==> src/rtl/i2c_arb_pkg.sv <==
// ---------------------------------------------------------------------------
// i2c_arb_pkg
//   Shared types and widths for the i2c_master arbiter slice: FSM state
//   encoding, address/data widths of the i2c_master byte interface and a
//   helper that sizes the per-transaction timeout counter.
// ---------------------------------------------------------------------------
package i2c_arb_pkg;

   localparam int ADDR_W = 7;
   localparam int DATA_W = 8;

   typedef enum logic [2:0] {
      IDLE     = 3'd0,
      ARB      = 3'd1,
      ISSUE    = 3'd2,
      COMPLETE = 3'd3,
      HOLDOFF  = 3'd4
   } arb_state_e;

   // Wide enough to hold the load value TIMEOUT_CYCLES itself.
   function automatic int tmo_cnt_width(input int cycles);
      return $clog2(cycles + 1);
   endfunction

endpackage

==> src/rtl/i2c_rr_arbiter.sv <==
// ---------------------------------------------------------------------------
// i2c_rr_arbiter
//   Combinational round-robin picker. Searches req_i starting at ptr_i and
//   wrapping modulo NUM_REQ; the first set bit wins. When en_i is high and a
//   winner exists, ptr_nxt_o advances to the slot after the winner, otherwise
//   it returns ptr_i unchanged. The pointer register lives in the parent.
//
//   Ports
//     req_i      in   NUM_REQ  request vector
//     ptr_i      in   PW       current priority pointer
//     en_i       in   1        commit this arbitration (advance pointer)
//     gnt_o      out  NUM_REQ  one-hot grant (0 when nothing requested)
//     winner_o   out  PW       index of the winner
//     valid_o    out  1        at least one request present
//     ptr_nxt_o  out  PW       pointer value for the next cycle
// ---------------------------------------------------------------------------
module i2c_rr_arbiter #(
   parameter int NUM_REQ = 4,
   parameter int PW      = 2
) (
   input  logic [NUM_REQ-1:0] req_i,
   input  logic [PW-1:0]      ptr_i,
   input  logic               en_i,
   output logic [NUM_REQ-1:0] gnt_o,
   output logic [PW-1:0]      winner_o,
   output logic               valid_o,
   output logic [PW-1:0]      ptr_nxt_o
);

   always_comb begin
      int idx;
      logic [PW-1:0] sel;
      valid_o  = 1'b0;
      winner_o = '0;
      idx      = 0;
      sel      = '0;
      for (int i = 0; i < NUM_REQ; i++) begin
         idx = int'(ptr_i) + i;
         if (idx >= NUM_REQ) idx = idx - NUM_REQ;
         sel = PW'(idx);
         if (!valid_o && req_i[sel]) begin
            valid_o  = 1'b1;
            winner_o = sel;
         end
      end
   end

   assign gnt_o = valid_o ? ({{(NUM_REQ-1){1'b0}}, 1'b1} << winner_o) : '0;

   always_comb begin
      ptr_nxt_o = ptr_i;
      if (en_i && valid_o) begin
         ptr_nxt_o = (winner_o == PW'(NUM_REQ - 1)) ? '0 : winner_o + PW'(1);
      end
   end

endmodule

==> src/rtl/i2c_master_arbiter.sv <==
// ---------------------------------------------------------------------------
// i2c_master_arbiter
//   Shares one i2c_master between NUM_REQ clients with round-robin
//   arbitration. Latches the winner's rw/addr/wdata onto the master inputs,
//   holds start until the master's transaction_done rises, then pulses done
//   to the owner with the read byte and ACK status.
//
//   Optional build macro: I2C_ARB_TIMEOUT_EN
//     Adds a per-transaction timeout (TIMEOUT_CYCLES) and a HOLDOFF state
//     after a timed-out transaction so a late m_done is not credited to the
//     next owner. Without it rsp_timeout is tied 0 and ISSUE waits forever.
//
//   Ports
//     clk, reset         clock; asynchronous active-high reset
//     req/req_rw         per-client request level and R/W (1 = read)
//     req_addr/req_wdata per-client 7-bit address / write byte (packed)
//     grant              one-hot owner, held from issue through done
//     done               one-cycle completion pulse to the owner
//     rsp_rdata/rsp_ack  read byte and address ACK, valid in the done cycle
//     rsp_timeout        transaction aborted by timeout (done cycle)
//     m_start/m_rw/m_addr/m_wdata   to the i2c_master
//     m_rdata/m_done/m_ack          from the i2c_master
//
//   State | meaning
//   ------+-------------------------------------------------------------
//   IDLE     | no requests pending
//   ARB      | one cycle: pick winner, latch fields, set grant
//   ISSUE    | m_start high, waiting for m_done rising edge (or timeout)
//   COMPLETE | one cycle: done pulse to owner, grant released
//   HOLDOFF  | after a timeout: wait for a stale m_done edge or timeout
// ---------------------------------------------------------------------------
module i2c_master_arbiter
   import i2c_arb_pkg::*;
#(
   parameter int NUM_REQ        = 4,
   parameter int TIMEOUT_CYCLES = 65536
) (
   input  logic                      clk,
   input  logic                      reset,
   input  logic [NUM_REQ-1:0]        req,
   input  logic [NUM_REQ-1:0]        req_rw,
   input  logic [ADDR_W*NUM_REQ-1:0] req_addr,
   input  logic [DATA_W*NUM_REQ-1:0] req_wdata,
   output logic [NUM_REQ-1:0]        grant,
   output logic [NUM_REQ-1:0]        done,
   output logic [DATA_W-1:0]         rsp_rdata,
   output logic                      rsp_ack,
   output logic                      rsp_timeout,
   output logic                      m_start,
   output logic                      m_rw,
   output logic [ADDR_W-1:0]         m_addr,
   output logic [DATA_W-1:0]         m_wdata,
   input  logic [DATA_W-1:0]         m_rdata,
   input  logic                      m_done,
   input  logic                      m_ack
);

   localparam int PW = $clog2(NUM_REQ);

   arb_state_e          state_q, state_d;
   logic [PW-1:0]       ptr_q, ptr_d;
   logic [NUM_REQ-1:0]  grant_q, grant_d;
   logic [NUM_REQ-1:0]  done_pulse_q, done_pulse_d;
   logic [DATA_W-1:0]   rdata_q, rdata_d;
   logic                ack_q, ack_d;
   logic                m_start_q, m_start_d;
   logic                m_rw_q, m_rw_d;
   logic [ADDR_W-1:0]   m_addr_q, m_addr_d;
   logic [DATA_W-1:0]   m_wdata_q, m_wdata_d;
   logic                mdone_q;
   logic                done_rise;

   logic [NUM_REQ-1:0]  arb_gnt;
   logic [PW-1:0]       arb_winner;
   logic                arb_valid;
   logic                arb_en;

   logic                win_rw;
   logic [ADDR_W-1:0]   win_addr;
   logic [DATA_W-1:0]   win_wdata;

`ifdef I2C_ARB_TIMEOUT_EN
   localparam int            TW       = tmo_cnt_width(TIMEOUT_CYCLES);
   localparam logic [TW-1:0] TMO_LOAD = TW'(TIMEOUT_CYCLES);

   logic [TW-1:0] tmo_cnt_q, tmo_cnt_d;
   logic          tmo_flag_q, tmo_flag_d;
   logic          tmo_tc;

   assign tmo_tc = (tmo_cnt_q == TW'(1));
`else
   localparam int unused_tmo_cycles = TIMEOUT_CYCLES;
`endif

   // Only a fresh rising edge completes a transaction; a level left high
   // by the previous transaction is ignored.
   assign done_rise = m_done & ~mdone_q;
   assign arb_en    = (state_q == ARB);

   i2c_rr_arbiter #(
      .NUM_REQ (NUM_REQ),
      .PW      (PW)
   ) u_rr (
      .req_i     (req),
      .ptr_i     (ptr_q),
      .en_i      (arb_en),
      .gnt_o     (arb_gnt),
      .winner_o  (arb_winner),
      .valid_o   (arb_valid),
      .ptr_nxt_o (ptr_d)
   );

   // Field mux for the winner; constant slice bases keep the select simple.
   always_comb begin
      win_rw    = 1'b0;
      win_addr  = '0;
      win_wdata = '0;
      for (int i = 0; i < NUM_REQ; i++) begin
         if (arb_winner == PW'(i)) begin
            win_rw    = req_rw[i];
            win_addr  = req_addr[ADDR_W*i +: ADDR_W];
            win_wdata = req_wdata[DATA_W*i +: DATA_W];
         end
      end
   end

   always_comb begin
      state_d      = state_q;
      grant_d      = grant_q;
      done_pulse_d = '0;
      rdata_d      = rdata_q;
      ack_d        = ack_q;
      m_start_d    = m_start_q;
      m_rw_d       = m_rw_q;
      m_addr_d     = m_addr_q;
      m_wdata_d    = m_wdata_q;
`ifdef I2C_ARB_TIMEOUT_EN
      tmo_cnt_d    = tmo_cnt_q;
      tmo_flag_d   = tmo_flag_q;
`endif

      case (state_q)
         IDLE: begin
            if (|req) state_d = ARB;
         end

         ARB: begin
            if (arb_valid) begin
               grant_d   = arb_gnt;
               m_rw_d    = win_rw;
               m_addr_d  = win_addr;
               m_wdata_d = win_wdata;
               m_start_d = 1'b1;
               state_d   = ISSUE;
`ifdef I2C_ARB_TIMEOUT_EN
               tmo_cnt_d = TMO_LOAD;
`endif
            end else begin
               state_d = IDLE;
            end
         end

         ISSUE: begin
            if (done_rise) begin
               rdata_d      = m_rdata;
               ack_d        = m_ack;
               m_start_d    = 1'b0;
               done_pulse_d = grant_q;
               state_d      = COMPLETE;
`ifdef I2C_ARB_TIMEOUT_EN
               tmo_flag_d   = 1'b0;
            end else if (tmo_tc) begin
               rdata_d      = '0;
               ack_d        = 1'b0;
               m_start_d    = 1'b0;
               done_pulse_d = grant_q;
               tmo_flag_d   = 1'b1;
               state_d      = COMPLETE;
            end else begin
               tmo_cnt_d    = tmo_cnt_q - TW'(1);
`endif
            end
         end

         COMPLETE: begin
            grant_d = '0;
`ifdef I2C_ARB_TIMEOUT_EN
            if (tmo_flag_q) begin
               tmo_cnt_d = TMO_LOAD;
               state_d   = HOLDOFF;
            end else
`endif
            if (|req) state_d = ARB;
            else      state_d = IDLE;
         end

         HOLDOFF: begin
`ifdef I2C_ARB_TIMEOUT_EN
            if (done_rise || tmo_tc) begin
               state_d = (|req) ? ARB : IDLE;
            end else begin
               tmo_cnt_d = tmo_cnt_q - TW'(1);
            end
`else
            state_d = IDLE;
`endif
         end

         default: state_d = IDLE;
      endcase
   end

   always_ff @(posedge clk or posedge reset) begin
      if (reset) begin
         state_q      <= IDLE;
         ptr_q        <= '0;
         grant_q      <= '0;
         done_pulse_q <= '0;
         rdata_q      <= '0;
         ack_q        <= 1'b0;
         m_start_q    <= 1'b0;
         m_rw_q       <= 1'b0;
         m_addr_q     <= '0;
         m_wdata_q    <= '0;
         mdone_q      <= 1'b0;
      end else begin
         state_q      <= state_d;
         ptr_q        <= ptr_d;
         grant_q      <= grant_d;
         done_pulse_q <= done_pulse_d;
         rdata_q      <= rdata_d;
         ack_q        <= ack_d;
         m_start_q    <= m_start_d;
         m_rw_q       <= m_rw_d;
         m_addr_q     <= m_addr_d;
         m_wdata_q    <= m_wdata_d;
         mdone_q      <= m_done;
      end
   end

`ifdef I2C_ARB_TIMEOUT_EN
   always_ff @(posedge clk or posedge reset) begin
      if (reset) begin
         tmo_cnt_q  <= '0;
         tmo_flag_q <= 1'b0;
      end else begin
         tmo_cnt_q  <= tmo_cnt_d;
         tmo_flag_q <= tmo_flag_d;
      end
   end

   assign rsp_timeout = tmo_flag_q;
`else
   assign rsp_timeout = 1'b0;
`endif

   assign grant     = grant_q;
   assign done      = done_pulse_q;
   assign rsp_rdata = rdata_q;
   assign rsp_ack   = ack_q;
   assign m_start   = m_start_q;
   assign m_rw      = m_rw_q;
   assign m_addr    = m_addr_q;
   assign m_wdata   = m_wdata_q;

endmodule

==> config.mk <==
export PLATFORM = sky130hd
export DESIGN_NAME = i2c_master_arbiter
export DESIGN_NICKNAME = d
export VERILOG_FILES = /design/src/rtl/i2c_arb_pkg.sv /design/src/rtl/i2c_rr_arbiter.sv /design/src/rtl/i2c_master_arbiter.sv
export SDC_FILE = /design/constraint.sdc
export NUM_CORES = 1
export LEC_CHECK = 0
export CAP_MARGIN = 40
export CORE_MARGIN = 4
export CORE_UTILIZATION = 44
export DETAILED_ROUTE_END_ITERATION = 12
export HOLD_SLACK_MARGIN = 0.1
export PLACE_DENSITY = 0.87
export SYNTH_ARGS = -nofsm -noshare
export SYNTH_HDL_FRONTEND = slang
export SYNTH_SLANG_ARGS = --single-unit
==> constraint.sdc <==
create_clock -name clk -period 4.52 [get_ports clk]
set_input_delay 0.904 -clock clk [delete_from_list [all_inputs] [get_ports clk]]
set_output_delay 0.904 -clock clk [all_outputs]
set_load 0.05 [all_outputs]
== Yosys cells after proc, flatten, opt, wreduce, memory -nomap -nowiden ==
Index checks and enable logic that the tools add are counted.
Widths: inputs -> output; s select.
Operators by class
  add/subtract/negate cells: 8
  magnitude comparators: 8
  equal/unequal tests: 9
  shifts and indexed selects: 1
  muxes and demuxes: 45
  bitwise operators: 2
  reduce and logical (&&, ||, !) cells: 17
Operator list (count)
  $mux 8: 4
  $mux 7: 4
  $mux 2: 10
  $mux 1: 15
  $lt 2x3->1 const B: 4
  $mux 4: 3
  $pmux 3 s4: 1
  $ge 3x3->1 const B: 3
  $bmux 1 s2: 4
  $pmux 4 s2: 1
  $reduce_and 2->1: 4
  $sub 2x1->2 const B: 4
  $add 2x2->3 const B: 2
  $eq 3x2->1 const B: 2
  $mux 3: 2
  $ne 2x2->1 const B: 3
  $eq 2x2->1 const B: 2
  $logic_and 1x1->1: 4
  $reduce_bool 2->1: 2
  $reduce_or 4->1: 1
  $shl 1x2->4 const A: 1
  $add 2x1->3 const B: 1
  $eq 3x1->1 const B: 1
  $ge 2x3->1 const B: 1
  other kinds (9): 11
Word-level totals
  bits in registers: 40
  logic and storage cells: 101

== Longest topological paths before layout ==
Gate-level depths: netlist (run 1).
  depth after elaboration: 19
  gate-level depth with buffers: 9
  gate-level depth less buffers: 7

== Cells and area by module ==
Synthesis (run 1) repeated with hierarchy kept, for this count alone.
Unflattened totals
  cell total of the unflattened synthesis: 185
  area, all modules: 2133.3 um^2
Modules (own cells, without submodules)
  i2c_master_arbiter: times used 1, cells each 153, area an instance 1884.3 um^2, seq. area each 975.9 um^2
  i2c_rr_arbiter: times used 1, cells each 32, area an instance 249.0 um^2, seq. area each 0.0 um^2

== Worst setup path before layout (run 1) ==
No wires, ideal clock.
  path type: input port to flip-flop
  start point: input port req[0]
  end point: register m_rw_q (netlist: m_rw)
  library setup time: 82 ps
  data arrival time: 2572 ps
  slack: 1866 ps
  cell stages on the path: 9
  path buffers: 2
  cell sequence: a21o_2 -> a21boi_0 -> o22a_1 -> ha_1 -> clkbuf_1 -> buf_2 -> a21oi_1 -> a221o_2 -> a31oi_1
Between the ends
  word-level cells in the longest chain between the ends: 17
  elaborated cells on any way between the ends: 31
  classes of those cells: 3 x eq/ne; 20 x mux; 8 x reduce/logical
Ends and longest elaborated chain
  from (decl): line i2c_master_arbiter.sv:40  | input logic [NUM_REQ-1:0] req,
  $bmux 1 s2: line i2c_rr_arbiter.sv:41  | if (!valid_o && req_i[sel]) begin
  $mux 1 (implied by the code): line i2c_rr_arbiter.sv:41
  $mux 1: line i2c_rr_arbiter.sv:41
  $logic_not 1->1: line i2c_rr_arbiter.sv:41
  $logic_and 1x1->1: line i2c_rr_arbiter.sv:41
  $mux 1: line i2c_rr_arbiter.sv:41
  $logic_not 1->1: line i2c_rr_arbiter.sv:41
  $logic_and 1x1->1: line i2c_rr_arbiter.sv:41
  $mux 1: line i2c_rr_arbiter.sv:41
  $logic_not 1->1: line i2c_rr_arbiter.sv:41
  $logic_and 1x1->1: line i2c_rr_arbiter.sv:41
  $mux 2: line i2c_rr_arbiter.sv:41
  $logic_not 2->1: line i2c_master_arbiter.sv:119  | if (arb_winner == PW'(i)) begin
  $mux 1 (4 in series): line i2c_master_arbiter.sv:119
  to (signal assigned): line i2c_master_arbiter.sv:234  | m_rw_q <= m_rw_d;
  to (decl): line i2c_master_arbiter.sv:67  | logic m_rw_q, m_rw_d;
Parallel ways exist; a longest one is shown, timed or not. The select of a mux whose other input is x is not followed.
A chain may end at the register's enable or synchronous reset.

== Worst setup path in the final report (run 1) ==
  start point: input port req[1]
  end point: register m_wdata_q[6] (netlist: m_wdata[6])
Between the ends
  word-level cells in the longest chain between the ends: 17
  elaborated cells on any way between the ends: 31
  classes of those cells: 3 x eq/ne; 20 x mux; 8 x reduce/logical
Ends and longest elaborated chain
  $bmux 1 s2: line i2c_rr_arbiter.sv:41
  $mux 1 (implied by the code): line i2c_rr_arbiter.sv:41
  $mux 1: line i2c_rr_arbiter.sv:41
  $logic_not 1->1: line i2c_rr_arbiter.sv:41
  $logic_and 1x1->1: line i2c_rr_arbiter.sv:41
  $mux 1: line i2c_rr_arbiter.sv:41
  $logic_not 1->1: line i2c_rr_arbiter.sv:41
  $logic_and 1x1->1: line i2c_rr_arbiter.sv:41
  $mux 1: line i2c_rr_arbiter.sv:41
  $logic_not 1->1: line i2c_rr_arbiter.sv:41
  $logic_and 1x1->1: line i2c_rr_arbiter.sv:41
  $mux 2: line i2c_rr_arbiter.sv:41
  $logic_not 2->1: line i2c_master_arbiter.sv:119
  $mux 8 (4 in series): line i2c_master_arbiter.sv:119
  to (signal assigned): line i2c_master_arbiter.sv:236  | m_wdata_q <= m_wdata_d;
  to (decl): line i2c_master_arbiter.sv:69  | logic [DATA_W-1:0] m_wdata_q, m_wdata_d;
Parallel ways exist; a longest one is shown, timed or not. The select of a mux whose other input is x is not followed.

==> results_tabular.tex, run 1 <==
\begin{tabular}{lr}
\hline
Metric & Value \\
\hline
\multicolumn{2}{l}{\textbf{Route}} \\
\quad Number of nets with antenna violations after detailed routing & 0 \\
\quad Total length of routed wires & 6488 um \\
\quad Remaining DRCs & 0 \\
\quad Count of TritonRoute iterations in the first routing pass & 4 \\
\quad Via count of the routed design & 2164 \\
\quad WL/cell & roughly 16 um \\
\quad Number of vias per cell & 5.410 \\
\quad Violation count after the first detailed-routing iteration & 81 \\
\multicolumn{2}{l}{\textbf{Placed design}} \\
\quad Routability Congestion & 0.8190 \\
\quad DPL Wire Length & 5024 um \\
\quad Count of buffers from port buffering & between 100 and 150 \\
\quad Cell area after placement & 3357 um2 \\
\quad Number of placed cells counting well taps & 393 \\
\quad Worst-case setup slack after placement & 933.6 ps \\
\multicolumn{2}{l}{\textbf{Die}} \\
\quad Vertical die dimension & $\sim$80 um \\
\quad Die Outline Area & 6460 um2 \\
\quad Initial core utilization & $\sim$45\% \\
\quad Standard-cell rows & 26 \\
\quad Core Region & slightly above 5000 um2 \\
\quad Num ports & 115 \\
\quad Width of the chip & 80.38 um \\
\multicolumn{2}{l}{\textbf{Timing}} \\
\quad Final number of hold-violating endpoints & 0 \\
\quad Crit path setup slack, layout & 1218 ps \\
\quad Final period util & 73.06\% \\
\quad Worst slew pin tran & a little over 800 ps \\
\quad Tightest hold margin & 506.5 ps \\
\quad Final worst path period need & 3302 ps \\
\quad Count of final setup violators & 0 \\
\quad Headroom to the max-slew limit & 46.03\% \\
\quad Number of max-slew violations in the final report & 0 \\
\quad Final Skew & 7.425 ps \\
\quad Final-layout setup total negative slack & 0 ps \\
\quad Achievable clock frequency & 302.8 MHz \\
\quad Setup repair after global routing missed its margin & false \\
\multicolumn{2}{l}{\textbf{Clock network}} \\
\quad Maximum buffer depth of the clock tree & 2 \\
\quad TritonCTS clock tree & done \\
\quad CTS HTree Levels & 2 \\
\quad Root buffer cell & clkbuf\_8 \\
\quad Number of clock buffers inserted by TritonCTS & 5 \\
\quad Clock sink total & 39 \\
\quad Clk\_lat worst skew & 290 ps \\
\quad Count of instances resized after the clock tree is built & 0 \\
\quad Post-CTS Hold Fix Bufs & 0 \\
\quad Clock transition at path regs & 70 ps \\
\quad Post CTS Setup Buffer Count & 0 \\
\multicolumn{2}{l}{\textbf{Critical path}} \\
\quad Class of the most critical setup path & in2reg \\
\quad Arrival time reported for the critical path endpoint & between 3000 and 4000 ps \\
\quad Maximum fanout along the worst path & 18 \\
\quad Element type at the critical path end & flop \\
\quad Startpoint kind of the worst setup timing path & input port \\
\quad Worst Path Required & 4730 ps \\
\quad Slack of the worst reg-to-reg path & 1900 ps \\
\multicolumn{2}{l}{\textbf{Cells and area}} \\
\quad Final cell count without fillers & 400 \\
\quad Proportion of layout cells with a drive suffix above 1 & between 10\% and 20\% \\
\quad Area growth from synthesis to final layout & 49.46\% \\
\quad Number of fill cells in the layout & roughly 420 \\
\quad Post-route cell area & 3445 um2 \\
\quad Nets & 414 \\
\quad Final core utilization & 67.44\% \\
\quad Number of diodes & 0 \\
\multicolumn{2}{l}{\textbf{Logic synthesis}} \\
\quad Flip-flop and latch count after synthesis & 39 \\
\quad Number of enable flip-flop cells after synthesis & 0 \\
\quad Async S/R FF share, synth & 100.0\% \\
\quad Commonest cells in the synthesized netlist & dfrtp\_1 (39), a21oi\_1 (33), inv\_1 (20) \\
\quad Fraction of synthesized cell area taken by the top area cell type & 42.35\% \\
\quad Dominant register cell in the synthesized netlist & dfrtp\_1 \\
\quad Biggest area contributors in the synthesized netlist & dfrtp\_1 (42\%), a21oi\_1 (7.2\%), nand3b\_1 (5.2\%), mux2\_2 (4.9\%), clkbuf\_8 (4.8\%) \\
\quad Distinct cell type count of the synthesized netlist & 39 \\
\quad Dominant cell type by area after synthesis & dfrtp\_1 \\
\quad Avg Inst Size Synth & 10.11 um2 \\
\quad Number of nets produced by synthesis & about 310 \\
\quad Yosys warning count & 0 \\
\quad Most frequent cell after synthesis & dfrtp\_1 \\
\quad Sequential fraction of the synthesis area & 42.35\% \\
\quad Cell area after technology mapping & 2305 um2 \\
\quad Cell count after synthesis & $\sim$230 \\
\multicolumn{2}{l}{\textbf{Pwr}} \\
\quad Total chip power & 2.359 mW \\
\quad Worst IR Drop VDD & 0.0002533 V \\
\quad Leakage & around 1.4 nW \\
\quad Ratio of total power to cell area & 684.9 nW/um2 \\
\multicolumn{2}{l}{\textbf{GRT}} \\
\quad Antenna violations before repair & 0 \\
\quad Residual overflow from global routing & 0 \\
\quad Global-route wire length before repair & 9908 um \\
\quad GRT Resource Usage Total & 19.63\% \\
\quad Pin count of the biggest net entering global routing & 40 \\
\quad Vias in the first global route & 2149 \\
\multicolumn{2}{l}{\textbf{Flow run}} \\
\quad Number of max-capacitance violations reported & 0 \\
\multicolumn{2}{l}{\textbf{Outcome}} \\
\quad Outcome & complete, no violations \\
\multicolumn{2}{l}{\textbf{Worst hold path}} \\
\quad Hold WC Path Type & reg2reg \\
\hline
\end{tabular}
==> final timing paths <==
| path | start | endpoint | cells past startpoint |
|---|---|---|---|
| max in group asynchronous | reset | m_addr[1] | 3 |
| hold / removal | rsp_rdata[3] | rsp_rdata[3] | 1 |
| min in group asynchronous | reset | rsp_rdata[0] | 3 |
| setup reg to reg | ptr_q[1] | m_wdata[6] | 8 |
| hold reg to reg | rsp_rdata[3] | rsp_rdata[3] | 1 |
| setup / recovery | req[1] | m_wdata[6] | 9 |
==> cell families after synthesis <==
group	share of synthesized area, %
XOR/XNOR	0.3801
AO/OA/AOI/OAI	23.89
buffers and inverters	12.11
other	0.1627
multiplexers	5.320
adder cells (fa/ha/maj)	2.172
flip-flops	42.35
AND/OR/NAND/NOR	13.63
==> report_power, final <==
group | switching (mW) | leakage (nW) | internal (mW)
Combinational | 0.920 | 0.907 | 0.600
Sequential | 0.103 | 0.467 | 0.507
Clock | 0.111 | 0.0470 | 0.120
Total | 1.13 | 1.42 | 1.23
==> per-layer routing <==
layer  vias up  routed length, um  global-route usage [%]
met3        15                525                   5.381
met5         -                  0                       0
li1       1019                  -                       -
met2       109               3369                   34.69
met4         0                120                   8.277
met1      1021               2472                   22.03
==> state kept, by name, indices dropped and copies added (netlist names), 2 cells and up <==
register,flops
ptr_q,2
m_wdata,8
rsp_rdata,8
m_addr,7
grant,4
done,4
state_q,2
==> cell usage in the layout, fill, tap and decap left out, types with 4 or more instances in the layout <==
master,synthesis,final
a21oi_1,33,33
a221o_1,7,7
a221o_2,9,9
a31oi_1,16,16
and2_1,4,4
clkbuf_8,8,6
clkdlybuf4s50_1,0,113
dfrtp_1,39,39
ha_1,4,4
inv_1,20,20
mux2_2,10,10
nand2_1,18,18
nand3b_1,16,16
o21ai_0,4,4
==> cell type report <==
class	count	area, um2	share of cell area (%)
Clock buffer	6	82.58	2.397
Clock inverter	1	5.005	0.1453
Inverter	20	75.07	2.179
Multi-Input combinational cell	147	1050	30.48
Sequential cell	39	975.9	28.33
Tap cell	70	87.58	2.543
Timing Repair Buffer	117	1169	33.93
==> critical path, stage by stage <==
cell and delay (ps):
clkdlybuf4s50_1 480, a21o_2 210, a21boi_0 230, o22a_1 200, ha_1 560, buf_4 330, a21oi_1 60, a221o_2 360
a31oi_1 170
Note: power is estimated with default switching activity, not from simulation.
==> inputs of run 2 (changes only) <==
--- a/config.mk
+++ b/config.mk
@@ -7,10 +7,10 @@
 export LEC_CHECK = 0
 export CAP_MARGIN = 40
 export CORE_MARGIN = 4
-export CORE_UTILIZATION = 44
+export CORE_UTILIZATION = 37
 export DETAILED_ROUTE_END_ITERATION = 12
 export HOLD_SLACK_MARGIN = 0.1
-export PLACE_DENSITY = 0.87
+export PLACE_DENSITY = 0.78
 export SYNTH_ARGS = -nofsm -noshare
 export SYNTH_HDL_FRONTEND = slang
 export SYNTH_SLANG_ARGS = --single-unit
==> constraint.sdc (replaced) <==
create_clock -name clk -period 2.72 [get_ports clk]
set_input_delay 0.544 -clock clk [delete_from_list [all_inputs] [get_ports clk]]
set_output_delay 0.544 -clock clk [all_outputs]
set_load 0.05 [all_outputs]
==> run 2 against run 1 <==
Net effect:
- register-to-register slack lost 1400 ps
- sequential share of layout area shrank 1.1 points
- count of clock-buffer cells in the layout is the same
==> results_tabular.tex, run 2 (same netlist as run 1, synthesis figures left out) <==
\begin{tabular}{lr}
\hline
Metric & Value \\
\hline
\multicolumn{2}{l}{\textbf{Timing}} \\
\quad Crit path setup slack, layout & 213.7 ps \\
\quad Count of final setup violators & 0 \\
\quad Setup repair after global routing missed its margin & false \\
\quad Worst slew pin tran & 532.2 ps \\
\quad Headroom to the max-slew limit & between 60\% and 70\% \\
\quad Final Skew & 4.026 ps \\
\quad Final-layout setup total negative slack & 0 ps \\
\quad Number of max-slew violations in the final report & 0 \\
\quad Final number of hold-violating endpoints & 0 \\
\quad Final worst path period need & 2506 ps \\
\quad Final period util & 92.14\% \\
\quad Achievable clock frequency & $\sim$400 MHz \\
\multicolumn{2}{l}{\textbf{GRT}} \\
\quad Pin count of the biggest net entering global routing & 40 \\
\quad GRT Resource Usage Total & between 10\% and 20\% \\
\quad Global-route wire length before repair & 9908 um \\
\quad Antenna violations before repair & 0 \\
\quad Residual overflow from global routing & 0 \\
\quad Vias in the first global route & 2149 \\
\multicolumn{2}{l}{\textbf{Critical path}} \\
\quad Startpoint kind of the worst setup timing path & input port \\
\quad Critical-path cell list & clkdlybuf4s50\_1 -> and2b\_2 -> o21bai\_1 -> and3\_1 -> ha\_1 -> buf\_12 -> a21oi\_1 -> a221o\_2 -> a31oi\_1 \\
\quad Arrival time reported for the critical path endpoint & 2710 ps \\
\quad Number of buffers and inverters on the critical path & 2 \\
\quad Category of cells accounting for the largest share of critical-path delay & compound AO/OA/AOI/OAI gates \\
\quad Critical Path Max Stage Delay & 520 ps \\
\quad Worst Path Required & 2930 ps \\
\quad Maximum fanout along the worst path & 33 \\
\quad Element type at the critical path end & flop \\
\quad Library cell contributing the largest single delay on the critical path & clkdlybuf4s50\_1 \\
\quad Slack of the worst reg-to-reg path & 500 ps \\
\quad Class of the most critical setup path & in2reg \\
\multicolumn{2}{l}{\textbf{Die}} \\
\quad Core Region & 5991 um2 \\
\quad Width of the chip & $\sim$87 um \\
\quad Standard-cell rows & 28 \\
\quad Vertical die dimension & approximately 87 um \\
\quad Initial core utilization & between 30 and 40\% \\
\quad Num ports & 115 \\
\quad Die Outline Area & 7556 um2 \\
\multicolumn{2}{l}{\textbf{Clock network}} \\
\quad Post-CTS Hold Fix Bufs & 0 \\
\quad Clock sink total & 39 \\
\quad CTS HTree Levels & 2 \\
\quad Count of instances resized after the clock tree is built & 0 \\
\quad Clock transition at path regs & 70 ps \\
\quad Maximum buffer depth of the clock tree & 2 \\
\quad Number of clock buffers inserted by TritonCTS & 5 \\
\quad Clk\_lat worst skew & 290 ps \\
\quad TritonCTS clock tree & done \\
\quad Post CTS Setup Buffer Count & 0 \\
\quad Root buffer cell & clkbuf\_8 \\
\multicolumn{2}{l}{\textbf{Cells and area}} \\
\quad Post-route cell area & 3583 um2 \\
\quad Most common library cell in the layout ignoring fill and taps & clkdlybuf4s50\_1 \\
\quad Most frequent cells in the layout & clkdlybuf4s50\_1 (113), dfrtp\_1 (39), a21oi\_1 (33) \\
\quad Number of diodes & 0 \\
\quad Final cell count without fillers & between 400 and 500 \\
\quad Nets & 420 \\
\quad Proportion of layout cells with a drive suffix above 1 & 13.65\% \\
\quad Number of fill cells in the layout & 535 \\
\quad Area growth from synthesis to final layout & 55.48\% \\
\multicolumn{2}{l}{\textbf{Placed design}} \\
\quad Routability Congestion & 0.8082 \\
\quad Number of placed cells counting well taps & 404 \\
\quad Cell area after placement & roughly 3500 um2 \\
\quad Count of buffers from port buffering & 113 \\
\quad Worst-case setup slack after placement & -92.37 ps \\
\quad DPL Wire Length & 4712 um \\
\multicolumn{2}{l}{\textbf{Route}} \\
\quad Number of vias per cell & around 5.2 \\
\quad Number of nets with antenna violations after detailed routing & 0 \\
\quad Via count of the routed design & 2150 \\
\quad Total length of routed wires & 6319 um \\
\quad Violation count after the first detailed-routing iteration & 46 \\
\quad Count of TritonRoute iterations in the first routing pass & 4 \\
\quad Remaining DRCs & 0 \\
\quad WL/cell & roughly 15 um \\
\multicolumn{2}{l}{\textbf{Pwr}} \\
\quad Worst IR Drop VDD & 0.0005808 V \\
\quad Ratio of total power to cell area & 1159 nW/um2 \\
\quad Leakage & 1.477 nW \\
\quad Total chip power & 4.153 mW \\
\multicolumn{2}{l}{\textbf{Flow run}} \\
\quad Number of max-capacitance violations reported & 0 \\
\multicolumn{2}{l}{\textbf{Worst hold path}} \\
\quad Hold WC Path Type & reg2reg \\
\multicolumn{2}{l}{\textbf{Outcome}} \\
\quad Outcome & complete, no violations \\
\hline
\end{tabular}
[run 2: metrics by stage]
step,hold slack (ps),util (%)
final,506.4,59.82
after global routing,535.0,59.82
after CTS,510.8,59.82
after detailed placement,493.8,57.60
after global placement,486.5,57.60
after floorplan,531.7,-
[run 2: final timing paths]
check / cells past startpoint / startpoint / end
setup / recovery: 9 / req[1] / m_wdata[3]
hold / removal: 1 / rsp_rdata[3] / rsp_rdata[3]
setup reg to reg: 8 / ptr_q[1] / m_wdata[3]
hold reg to reg: 1 / rsp_rdata[3] / rsp_rdata[3]
max in group asynchronous: 3 / reset / ptr_q[1]
min in group asynchronous: 3 / reset / rsp_ack
[run 2: final cells by class]
cell class	instances	area, um2	area share, %
timing repair buffer	123	1256	35.06
clock buffer	6	72.57	2.025
inverter	20	75.07	2.095
multi-input combinational	147	1050	29.29
tap	75	93.84	2.619
clock inverter	2	60.06	1.676
sequential	39	975.9	27.23
[run 2: worst register-to-register path, cell delays in order (launching register included)]
cell      delay [ps]
dfrtp_1          430
a21o_2           210
a21boi_0         270
o22ai_1          150
ha_1             230
buf_12           160
nand3b_1         180
a221o_2          330
a31oi_1          170
[run 2: report_power, final]
group / total (mW) / internal, mW / switching (mW)
clock network: 0.564 / 0.367 / 0.197
logic: 2.58 / 1.06 / 1.53
registers: 1.00 / 0.841 / 0.163
total: 4.15 / 2.27 / 1.89
[run 2: layer usage]
layer,part of all wire [%],track usage (%),up-vias
met1,39,19.31,1021
met2,52,30.64,87
li1,-,-,1033
met5,0,0,-
met3,8.1,3.406,9
met4,1.4,4.816,0
==> inputs of run 3 (changes only) <==
--- a/config.mk
+++ b/config.mk
@@ -6,11 +6,12 @@
 export NUM_CORES = 1
 export LEC_CHECK = 0
 export CAP_MARGIN = 40
-export CORE_MARGIN = 4
+export CORE_MARGIN = 2
 export CORE_UTILIZATION = 37
 export DETAILED_ROUTE_END_ITERATION = 12
 export HOLD_SLACK_MARGIN = 0.1
 export PLACE_DENSITY = 0.78
+export SKIP_CTS_REPAIR_TIMING = 1
 export SYNTH_ARGS = -nofsm -noshare
 export SYNTH_HDL_FRONTEND = slang
 export SYNTH_SLANG_ARGS = --single-unit
==> run 3 against run 2 <==
Net effect:
- die area fell by 9.0%
- core utilization rose by 0.56 points
- count of clock-buffer cells in the layout did not move
- total power rose by 0.26%
- routed wire length fell by 1.9%
- final cell count did not move
- critical path type unchanged
- hold slack improved by 0.77 ps
- via count fell by 1.3%
- setup slack got worse by 35 ps
- global-route usage rose by 1.9 points
- non-clock buffer count did not move
- largest power group unchanged
- maximum frequency fell by 1.4%
==> results_tabular.tex, run 3 (same netlist as run 1, synthesis figures left out) <==
\begin{tabular}{lr}
\hline
Metric & Value \\
\hline
\multicolumn{2}{l}{\textbf{Route}} \\
\quad Via count of the routed design & 2123 \\
\quad WL/cell & 15.04 um \\
\quad Number of nets with antenna violations after detailed routing & 0 \\
\quad Total length of routed wires & approximately 6200 um \\
\quad Violation count after the first detailed-routing iteration & 85 \\
\quad Count of TritonRoute iterations in the first routing pass & 4 \\
\quad Remaining DRCs & 0 \\
\quad Number of vias per cell & 5.153 \\
\multicolumn{2}{l}{\textbf{Clock network}} \\
\quad Root buffer cell & clkbuf\_8 \\
\quad Number of clock buffers inserted by TritonCTS & 5 \\
\quad Clk\_lat worst skew & 290 ps \\
\quad Clock transition at path regs & 70 ps \\
\quad TritonCTS clock tree & done \\
\quad Clock sink total & 39 \\
\quad CTS HTree Levels & 2 \\
\quad Maximum buffer depth of the clock tree & 2 \\
\multicolumn{2}{l}{\textbf{Pwr}} \\
\quad Worst IR Drop VDD & 0.0007836 V \\
\quad Ratio of total power to cell area & 1158 nW/um2 \\
\quad Leakage & 1.486 nW \\
\multicolumn{2}{l}{\textbf{Cells and area}} \\
\quad Nets & 420 \\
\quad Area growth from synthesis to final layout & 56.03\% \\
\quad Most frequent cells in the layout & clkdlybuf4s50\_1 (113), dfrtp\_1 (39), a21oi\_1 (33) \\
\quad Number of fill cells in the layout & 527 \\
\quad Number of diodes & 0 \\
\quad Most common library cell in the layout ignoring fill and taps & clkdlybuf4s50\_1 \\
\quad Final core utilization & 60.38\% \\
\quad Proportion of layout cells with a drive suffix above 1 & 13.65\% \\
\quad Multi-input gate area & 1050 um2 \\
\quad Register cell area after layout & 975.9 um2 \\
\multicolumn{2}{l}{\textbf{Critical path}} \\
\quad Maximum fanout along the worst path & 33 \\
\quad Element type at the critical path end & flop \\
\quad Critical Path Max Stage Delay & 530 ps \\
\quad Critical-path cell list & clkdlybuf4s50\_1 -> and2b\_2 -> o21bai\_1 -> and3\_1 -> ha\_1 -> buf\_12 -> a21oi\_1 -> a221o\_2 -> a31oi\_1 \\
\quad Class of the most critical setup path & in2reg \\
\quad Library cell contributing the largest single delay on the critical path & clkdlybuf4s50\_1 \\
\quad Slack of the worst reg-to-reg path & 550 ps \\
\quad Reg-to-Reg Start & ptr\_q[1] \\
\quad Arrival time reported for the critical path endpoint & 2730 ps \\
\quad Startpoint kind of the worst setup timing path & input port \\
\quad Endpoint of the most critical register-to-register path & m\_wdata[1] \\
\quad Worst Path Required & 2910 ps \\
\quad Worst Reg2Reg Path Length in Cells & 8 \\
\multicolumn{2}{l}{\textbf{Worst hold path}} \\
\quad Hold WC Path Type & reg2reg \\
\quad Depth of the worst hold-timing path & 1 \\
\quad Worst-case hold path end point & rsp\_ack \\
\quad Start point of the worst min-delay path & rsp\_ack \\
\multicolumn{2}{l}{\textbf{GRT}} \\
\quad Global-route wire length before repair & between 10000 and 15000 um \\
\quad Residual overflow from global routing & 0 \\
\quad Pin count of the biggest net entering global routing & 34 \\
\quad Antenna violations before repair & 0 \\
\quad Vias in the first global route & 2164 \\
\quad GRT Resource Usage Total & 18.55\% \\
\multicolumn{2}{l}{\textbf{Die}} \\
\quad Width of the chip & between 80 and 90 um \\
\quad Core Region & 5956 um2 \\
\quad Initial core utilization & 38.70\% \\
\quad Standard-cell rows & 28 \\
\quad Vertical die dimension & 82.93 um \\
\quad Die Outline Area & 6877 um2 \\
\quad Num ports & 115 \\
\multicolumn{2}{l}{\textbf{Timing}} \\
\quad Final worst path period need & between 2000 and 3000 ps \\
\quad Tightest hold margin & 507.2 ps \\
\quad Final Skew & roughly 5.2 ps \\
\quad Achievable clock frequency & 393.6 MHz \\
\quad Headroom to the max-slew limit & 49.58\% \\
\quad Final period util & 93.42\% \\
\quad Worst slew pin tran & 755.5 ps \\
\quad Final number of hold-violating endpoints & 0 \\
\quad Count of final setup violators & 0 \\
\quad Number of max-slew violations in the final report & 0 \\
\quad Final-layout setup total negative slack & 0 ps \\
\quad Setup repair after global routing missed its margin & false \\
\multicolumn{2}{l}{\textbf{Placed design}} \\
\quad DPL Wire Length & 4750 um \\
\quad Count of buffers from port buffering & around 110 \\
\quad Routability Congestion & 0.7588 \\
\multicolumn{2}{l}{\textbf{Flow run}} \\
\quad Number of max-capacitance violations reported & 0 \\
\multicolumn{2}{l}{\textbf{Outcome}} \\
\quad Outcome & complete, no violations \\
\hline
\end{tabular}
run 3: critical path, delay by kind of cell:
kind | cells | cell delay (ps)
AO/OA/AOI/OAI | 4 | 830
adder cells (fa/ha/maj) | 1 | 200
buffers and inverters | 2 | 710
AND/OR/NAND/NOR | 2 | 450
run 3: where the power goes:
part	leakage, nW	internal (mW)	switching, mW
clock network	0.0654	0.366	0.192
logic	0.953	1.06	1.53
registers	0.467	0.841	0.168
total	1.49	2.27	1.89
run 3: how the worst max path moves through the flow:
stage	endpoint	startpoint
floorplan	m_rw	req[0]
global placement	m_wdata[1]	req[1]
detailed placement	m_wdata[1]	req[0]
CTS	m_wdata[1]	req[0]
global route	m_wdata[1]	req[0]
finish	m_wdata[1]	req[1]
run 3: final cells by class:
class	count	share of cell area, %
clock buffer	6	2.018
timing repair buffer	123	35.28
multi-input combinational	147	29.19
sequential	39	27.14
clock inverter	2	1.670
inverter	20	2.088
tap	75	2.610
run 3: metrics by stage:
stage          setup slack [ps]  power [mW]  cells  instance area, um2
2_1_floorplan             426.0       2.866    228                2305
3_3_place_gp              29.10       3.575    404                3463
3_5_place_dp             -109.9       3.630    404                3463
4_1_cts                   177.1       4.192    412                3596
5_1_grt                   77.35       4.428    412                3596
6_report                  179.0       4.164    412                3596
run 3: routing by layer:
metal  part of all wire, %  up-vias  routed length, um  GRT usage, %
met5                     0        -                  0             0
met4                   1.1        0                 67         5.216
met3                   7.4       12                460         4.573
met2                    51       91               3131         32.48
met1                    41      981               2539         22.64
li1                      -     1039                  -             -
